`src/rtl/mult_div_unit_pkg.sv`:
```
// Shared types and constants for the execute-stage multiply/divide unit.
package mult_div_unit_pkg;

  typedef logic [31:0] word_t;

  typedef enum logic [2:0] {
    OP_NOP,
    OP_ADDU,
    OP_SUBU,
    OP_MULT,
    OP_MULTU,
    OP_DIV,
    OP_DIVU
  } decoded_op_t;

  typedef enum logic [2:0] {
    MDU_IDLE,
    MDU_MUL,
    MDU_DIV,
    MDU_FIX,
    MDU_DONE
  } mdu_state_t;

  localparam int DIV_ITERS = 32;
  localparam int CNT_W     = $clog2(DIV_ITERS);

  function automatic word_t cond_neg(input logic neg, input word_t v);
    return neg ? -v : v;
  endfunction

endpackage

```
`src/rtl/mult_div_unit_div_iter.sv`:
```
// One radix-2 restoring division step: shift in the next dividend bit, subtract if it fits.
module div_iter
  import mult_div_unit_pkg::*;
(
  input  logic [32:0] rem_i,
  input  word_t       quo_i,
  input  word_t       divisor_i,
  output logic [32:0] rem_o,
  output word_t       quo_o
);

  logic [33:0] trial;
  logic [33:0] diff;
  logic        fits;

  // The quotient register still holds the unconsumed dividend bits at its MSB end.
  assign trial = {rem_i, quo_i[31]};
  assign diff  = trial - {2'b00, divisor_i};
  assign fits  = ~diff[33];

  assign rem_o = fits ? diff[32:0] : trial[32:0];
  assign quo_o = {quo_i[30:0], fits};

endmodule

```
`src/rtl/mult_div_unit.sv`:
```
// Shared MULT/MULTU/DIV/DIVU responder: two-cycle multiply, 32-step restoring divide,
// result held on hi/lo with a level ok until the next start or a flush.
module mult_div_unit
  import mult_div_unit_pkg::*;
(
  input  logic        clk,
  input  logic        reset,
  input  logic        flushE,
  input  logic        first_cycleE,
  input  logic        en,
  input  decoded_op_t op,
  input  word_t       srca,
  input  word_t       srcb,
  output word_t       hi,
  output word_t       lo,
  output logic        ok
);

  mdu_state_t       state_q;
  word_t            a_q;
  word_t            b_q;
  logic [32:0]      rem_q;
  logic [CNT_W-1:0] cnt_q;
  logic             mul_signed_q;
  logic             qneg_q;
  logic             rneg_q;

  logic             start;
  logic             div_signed;
  logic             div_by_zero;
  logic             neg_a;
  logic             neg_b;
  logic signed [32:0] mul_a;
  logic signed [32:0] mul_b;
  logic signed [63:0] product;
  logic [32:0]      rem_d;
  word_t            quo_d;

  assign start       = en & first_cycleE & ~flushE;
  assign div_signed  = (op == OP_DIV);
  assign div_by_zero = (srcb == '0);

  // Dividing by zero skips the magnitude conversion, so the raw dividend shifts out as the remainder.
  assign neg_a = div_signed & ~div_by_zero & srca[31];
  assign neg_b = div_signed & ~div_by_zero & srcb[31];

  assign mul_a   = {mul_signed_q & a_q[31], a_q};
  assign mul_b   = {mul_signed_q & b_q[31], b_q};
  assign product = 64'(mul_a) * 64'(mul_b);

  div_iter u_div_iter (
    .rem_i     (rem_q),
    .quo_i     (a_q),
    .divisor_i (b_q),
    .rem_o     (rem_d),
    .quo_o     (quo_d)
  );

  // NOTE: non-blocking assignments only, so every branch reads pre-edge register values.
  always_ff @(posedge clk or posedge reset) begin
    if (reset) begin
      state_q      <= MDU_IDLE;
      hi           <= '0;
      lo           <= '0;
      ok           <= 1'b0;
      cnt_q        <= '0;
      a_q          <= '0;
      b_q          <= '0;
      rem_q        <= '0;
      mul_signed_q <= 1'b0;
      qneg_q       <= 1'b0;
      rneg_q       <= 1'b0;
    end else if (flushE) begin
      state_q <= MDU_IDLE;
      ok      <= 1'b0;
    end else if (start) begin
      ok <= 1'b0;
      case (op)
        OP_MULT, OP_MULTU: begin
          a_q          <= srca;
          b_q          <= srcb;
          mul_signed_q <= (op == OP_MULT);
          state_q      <= MDU_MUL;
        end
        OP_DIV, OP_DIVU: begin
          a_q     <= cond_neg(neg_a, srca);
          b_q     <= cond_neg(neg_b, srcb);
          rem_q   <= '0;
          qneg_q  <= neg_a ^ neg_b;
          rneg_q  <= neg_a;
          cnt_q   <= CNT_W'(DIV_ITERS - 1);
          state_q <= MDU_DIV;
        end
        default: begin
          hi      <= '0;
          lo      <= '0;
          ok      <= 1'b1;
          state_q <= MDU_DONE;
        end
      endcase
    end else begin
      case (state_q)
        MDU_MUL: begin
          {hi, lo} <= product;
          ok       <= 1'b1;
          state_q  <= MDU_DONE;
        end
        MDU_DIV: begin
          rem_q <= rem_d;
          a_q   <= quo_d;
          cnt_q <= cnt_q - 1'b1;
          if (cnt_q == '0) state_q <= MDU_FIX;
        end
        MDU_FIX: begin
          lo      <= cond_neg(qneg_q, a_q);
          hi      <= cond_neg(rneg_q, rem_q[31:0]);
          ok      <= 1'b1;
          state_q <= MDU_DONE;
        end
        default: ;
      endcase
    end
  end

endmodule

```
`config.mk`:
```
export PLATFORM = sky130hd
export DESIGN_NAME = mult_div_unit
export DESIGN_NICKNAME = d
export VERILOG_FILES = /design/src/rtl/mult_div_unit_pkg.sv /design/src/rtl/mult_div_unit_div_iter.sv /design/src/rtl/mult_div_unit.sv
export SDC_FILE = /design/constraint.sdc
export NUM_CORES = 2
export LEC_CHECK = 0
export BUFFER_PORTS_ARGS = -buffer_cell sky130_fd_sc_hd__buf_4
export CORE_ASPECT_RATIO = 2
export CORE_UTILIZATION = 35
export CTS_CLUSTER_SIZE = 12
export DETAILED_ROUTE_END_ITERATION = 10
export GPL_TIMING_DRIVEN = 0
export PLACE_DENSITY_LB_ADDON = 0.05
export SLEW_MARGIN = 20
export SYNTH_ARGS = -nofsm -noshare
export SYNTH_HDL_FRONTEND = slang
export SYNTH_SLANG_ARGS = --single-unit
export TNS_END_PERCENT = 5
```
`constraint.sdc`:
```
create_clock -name clk -period 21.4 [get_ports clk]
set_input_delay 4.28 -clock clk [delete_from_list [all_inputs] [get_ports clk]]
set_output_delay 4.28 -clock clk [all_outputs]
set_load 0.01 [all_outputs]
```
== After elaboration in Yosys (flattened, before gate mapping) ==
Cells that the tools add are included.

* Word-level logic and storage cells: 87
* Bits of input ports: 72
* Output and inout bits: 65
* Register bits: 173

* Bitwise gates (word level): 11
* Mux-type cells: 29
* Reductions and logical operators: 18
* Multiply operators: 1
* $add $sub $neg: 6
* Equality and inequality tests: 11

{| class="wikitable"
|+ Operator list
! operator !! count
|-
| 32-bit two-way mux || 9
|-
| 32-bit one-hot mux with 2 select lines || 4
|-
| 33-bit two-way mux || 4
|-
| 32-bit negator || 4
|-
| 33-bit by 33-bit multiplier with 64-bit output || 1
|-
| 34-bit by 32-bit subtractor with 34-bit output || 1
|-
| 32-bit logical NOT || 1
|-
| 3-bit AND reduction || 6
|-
| 5-bit two-way mux || 3
|-
| 3-bit one-hot mux with 2 select lines || 2
|-
| 3-bit by 2-bit equality test with 1-bit output, second input constant || 3
|-
| 3-bit equality test, second input constant || 3
|-
| 3-bit two-way mux || 3
|-
| 1-bit bitwise AND || 7
|-
| 3-bit nonzero test || 2
|-
| 2-bit OR reduction || 3
|-
| 5-bit logical NOT || 1
|-
| 5-bit by 1-bit subtractor with 5-bit output, second input constant || 1
|-
| 1-bit two-way mux || 4
|-
| 4-bit != test, second input constant || 1
|-
| 2-bit nonzero test || 2
|-
| 4-bit nonzero test || 1
|-
| 4-bit OR reduction || 1
|-
| 3-bit by 1-bit equality test with 1-bit output, second input constant || 1
|-
| 6 further kinds || 8
|}

== Depth between registers and ports, before layout ==
* Depth after elaboration: 7
* Depth in mapped cells: 31

== By module ==
Synthesis repeated with hierarchy kept, for this count alone.

* Cells, all modules: 5,722
* Area total of the unflattened synthesis: 50,330.8 um^2

{| class="wikitable"
|+ By module, submodules not included
! module !! instances !! cells each !! area each (um^2) !! sequential area each (um^2)
|-
| mult_div_unit || 1 || 5,370 || 47,757.1 || 4,329.2
|-
| div_iter || 1 || 352 || 2,573.7 || 0.0
|}

== Worst setup path before layout ==
No wires, ideal clock.

* Path kind: register to register
* Start point: register a_q[31]
* End point: register hi[29]
* Stages on the path, launching flop included: 27
* Slack: 13.679 ns
* Clock period less this slack: 7.721 ns
* Library setup time: 0.133 ns
* Data arrival time: 7.588 ns
* Path buffers: 3
* Required time: 21.267 ns
* Cells stage by stage: dfrtp_1 clkbuf_1 clkbuf_1 and3_1 fa_1 fa_1 fa_1 inv_1 fa_1 inv_1 fa_1 fa_1 fa_1 inv_1 fa_1 inv_1 ha_1 clkbuf_1 nand4_1 or3_1 a311oi_1 nor4_1 o21a_1 a21bo_1 and3_1 o21ai_1 o211ai_1

* Longest elaborated chain between the ends: 4

{| class="wikitable"
|+ RTL lines
! what !! RTL line !! text
|-
| start, declared || mult_div_unit.sv:20 || <nowiki>word_t a_q;</nowiki>
|-
| start signal, assigned || mult_div_unit.sv:80 || <nowiki>a_q <= srca;</nowiki>
|-
| start signal, assigned || mult_div_unit.sv:86 || <nowiki>a_q <= cond_neg(neg_a, srca);</nowiki>
|-
| start signal, assigned || mult_div_unit.sv:110 || <nowiki>a_q <= quo_d;</nowiki>
|-
| 1-bit bitwise AND || mult_div_unit.sv:47 || <nowiki>assign mul_a = {mul_signed_q & a_q[31], a_q};</nowiki>
|-
| 33-bit by 33-bit multiplier with 64-bit output (*) || mult_div_unit.sv:49 || <nowiki>assign product = 64'(mul_a) * 64'(mul_b);</nowiki>
|-
| 32-bit one-hot mux with 2 select lines (*) || mult_div_unit.sv:102 || <nowiki>case (state_q)</nowiki>
|-
| 32-bit two-way mux (*) || mult_div_unit.sv:76 || <nowiki>end else if (start) begin</nowiki>
|-
| end signal, assigned || mult_div_unit.sv:104 || <nowiki>{hi, lo} <= product;</nowiki>
|-
| end signal, assigned || mult_div_unit.sv:116 || <nowiki>hi <= cond_neg(rneg_q, rem_q[31:0]);</nowiki>
|-
| end, declared || mult_div_unit.sv:14 || <nowiki>output word_t hi,</nowiki>
|}

Every way passes the cells marked *; elsewhere a longest branch is shown, timed or not.
A chain may end at the register's enable or synchronous reset.

== Worst setup path in the final report ==
* Start point: register mul_signed_q
* End point: register hi[25]

* Longest elaborated chain between the ends: 4

{| class="wikitable"
|+ RTL lines
! what !! RTL line !! text
|-
| start, declared || mult_div_unit.sv:24 || <nowiki>logic mul_signed_q;</nowiki>
|-
| start signal, assigned || mult_div_unit.sv:82 || <nowiki>mul_signed_q <= (op == OP_MULT);</nowiki>
|-
| 1-bit bitwise AND, on equally long branches || mult_div_unit.sv:47, mult_div_unit.sv:48 ||
|-
| 33-bit by 33-bit multiplier with 64-bit output (*) || mult_div_unit.sv:49 ||
|-
| 32-bit one-hot mux with 2 select lines (*) || mult_div_unit.sv:102 ||
|-
| 32-bit two-way mux (*) || mult_div_unit.sv:76 ||
|}

Marks and branches as above.

==> reports/qor.csv <==
stage,metric,value,unit
critical_path,CP max FO,10,
critical_path,slowest CP cell,clkbuf_1,
yosys,sequential share of the synthesized area,0.0872,
clock_network,CTS clock-pin slew for the worst setup and hold paths,0.08,ns
clock_network,hold buffer count at CTS,0,
floorplanning,die height,535,um
global_route,gr usage total,0.345,
yosys,"EDFF count, synth",0,
clock_network,PostCTS Resize Cnt,0,
critical_path,Crit path top cell by count,fa_1,
timing,final number of setup-violating endpoints,0,
min_path,HP Start,hi[14],
yosys,synthesized area,49700,um2
critical_path,crit end category,register,
placement,I/O Buffers,136,
clock_network,Clock Sinks,173,
finish,"commonest non-fill, non-tap cell in the layout",inv_1,
drt,via count,40800,
timing,final hold violations,0,
yosys,syn_area_per_cell,8.76,um2
timing,fmax,86.9,MHz
min_path,Hold Path End,hi[14],
placement,Detailed Place HPWL,204000,um
critical_path,CP Data Required Time,21.82,ns
clock_network,Clock Latency Late Sink,0.55,ns
yosys,"Distinct cells, synth",80,
clock_network,H-tree depth,4,
floorplanning,die footprint,144000,um2
clock_network,CTS tree,built,
yosys,Cells after Synth,5672,
finish,Final Cell Area,53900,um2
timing,pin slew with the least headroom to its limit,1.24,ns
floorplanning,Die W,268,um
yosys,Synth async-reset ratio,1.00,
critical_path,Critical Path AT,11.93,ns
global_route,largest net degree at the start of global routing,89,
critical_path,CP Class,register to register,
outcome,status,completed,
min_path,min-delay worst type,register to register,
yosys,syn_nets,7121,
drt,final wirelength,240000,um
drt,ANT nets after route,0,
critical_path,Reg2Reg Depth,27,
drt,Residual DRC,0,
flow_run,max cap viols,0,
finish,fin nets,7282,
clock_network,post-CTS setup buffer count,0,
drt,via-per-instance ratio,5.28,
global_route,vias in the first global route,45300,
drt,Pre-antenna DRT Iters,5,
critical_path,worst r2r src,mul_signed_q,
finish,layout cells sized above 1,0.0431,
global_route,initial antenna violation count,9,
critical_path,Worst R2R Setup Slack,9.89,ns
floorplanning,Placement Rows,195,
timing,Post-Route Skew,0.0214,ns
timing,RSZ-0062 raised after global routing,false,
timing,slew margin rel.,0.173,
critical_path,Buf/Inv on CP,7,
critical_path,reg2reg end,hi[25],
critical_path,Worst path max stage delay,0.83,ns
finish,most frequent cells in the layout,"inv_1, fa_1, nand2_1",
critical_path,crit-path leading delay family,adder cells,
timing,final worst path period share,0.538,
placement,gpl congestion,0.955,
min_path,hold depth,2,
timing,sum of negative setup slack,0,ns
placement,DP Area,53200,um2
clock_network,CTS max path bufs,2,
critical_path,Setup crit start kind,register,
clock_network,CTS Buf Count,17,
drt,DR WL/cell,31.0,um
floorplanning,initial core utilization,0.352,
yosys,#FFs+latches synth,173,
global_route,total gr overflow,0,
floorplanning,core box area,141000,um2
finish,Synth-to-Final Area Change,8.43,%
clock_network,root buffer cell,clkbuf_16,
finish,share of the core filled with cells,0.382,
yosys,Synth Warn #,0,
timing,Tmin final,11.51,ns
drt,Initial DRC Count,2384,
timing,Hold WS,0.482,ns
timing,max-slew violation count,0,
global_route,global-route wire length before repair,336000,um
floorplanning,# IOs,137,
yosys,top_reg_cell synth,dfrtp_1,
-- worst min-delay path, stage by stage (launching register included) --
cell,delay (ns)
dfrtp_1,0.35
nand2_1,0.04
o21ai_0,0.06
-- cell families after synthesis --
group,synth area share
XOR/XNOR,0.0393
multiplexers,0.00123
AND/OR/NAND/NOR,0.160
buffers and inverters,0.115
flip-flops,0.0872
AO/OA/AOI/OAI,0.0798
adder cells (fa/ha/maj),0.517
-- through the flow --
stage	std cells	setup slack [ns]
floorplan	5672	12.43
global placement	7679	9.29
detailed placement	7684	10.04
CTS	7716	9.99
global route	7721	9.71
finish	7731	9.89
-- synthesized netlist by cell type (all sizes together), types with 8 or more instances --
library cell	instances	area (um2)
inv	1181	4430
fa	1126	22500
nand2	939	3520
clkbuf	307	1150
and2	304	1900
ha	251	3140
o21ai	243	1220
nor2	201	762
dfrtp	173	4330
xnor2	134	1170
a21oi	128	641
nand3	112	561
xor2	89	780
a21o	44	330
o31ai	43	357
or3	33	221
and3	32	200
buf	29	140
nor3	26	140
o211ai	24	180
o21a	18	135
a31oi	17	113
nor2b	16	100
nand4	15	93.8
o21bai	15	113
a211oi	14	105
nor4	14	93.8
o41ai	13	129
or2	13	81.3
a22oi	12	90.1
or4	12	97.6
nand2b	11	68.8
a32oi	8	70.1
o311ai	8	70.1
-- area by class of cell --
class	instances	area [um2]
antenna	14	35.0
multi-input combinational	3980	39600
fill	15000	87200
timing repair buffer	142	1140
tap	1871	2340
inverter	1183	4450
clock inverter	14	169
sequential	173	4330
clock buffer	18	439
buffer	336	1330
-- registers in the layout, indices dropped and copies added, names as in the netlist --
name          flops
qneg_q            1
a_q              32
cnt_q             5
rem_q            33
state_q           3
lo               32
rneg_q            1
hi               32
b_q              32
ok                1
mul_signed_q      1
-- per-layer routing --
| layer | track usage | share of wire | up-vias | wire length (um) |
|---|---|---|---|---|
| li1 | - | - | 17400 | - |
| met1 | 0.336 | 0.32 | 21500 | 77800 |
| met2 | 0.633 | 0.53 | 1362 | 126000 |
| met3 | 0.0410 | 0.040 | 565 | 9590 |
| met4 | 0.303 | 0.11 | 2 | 26500 |
| met5 | 0 | 0.000079 | - | 19 |
-- worst max-delay path by stage --
stage | start | slack (ns) | depth (start not counted) | end
global route | mul_signed_q | 9.71 | 27 | hi[25]
finish | mul_signed_q | 9.89 | 27 | hi[25]
global placement | mul_signed_q | 9.29 | 27 | hi[25]
floorplan | reset | 12.43 | 1 | a_q[0]
CTS | mul_signed_q | 9.99 | 27 | hi[25]
detailed placement | a_q[31] | 10.04 | 27 | hi[25]
Power is not shown: default switching activity piles up to over one toggle a cycle in this logic, so the estimate is an artifact.
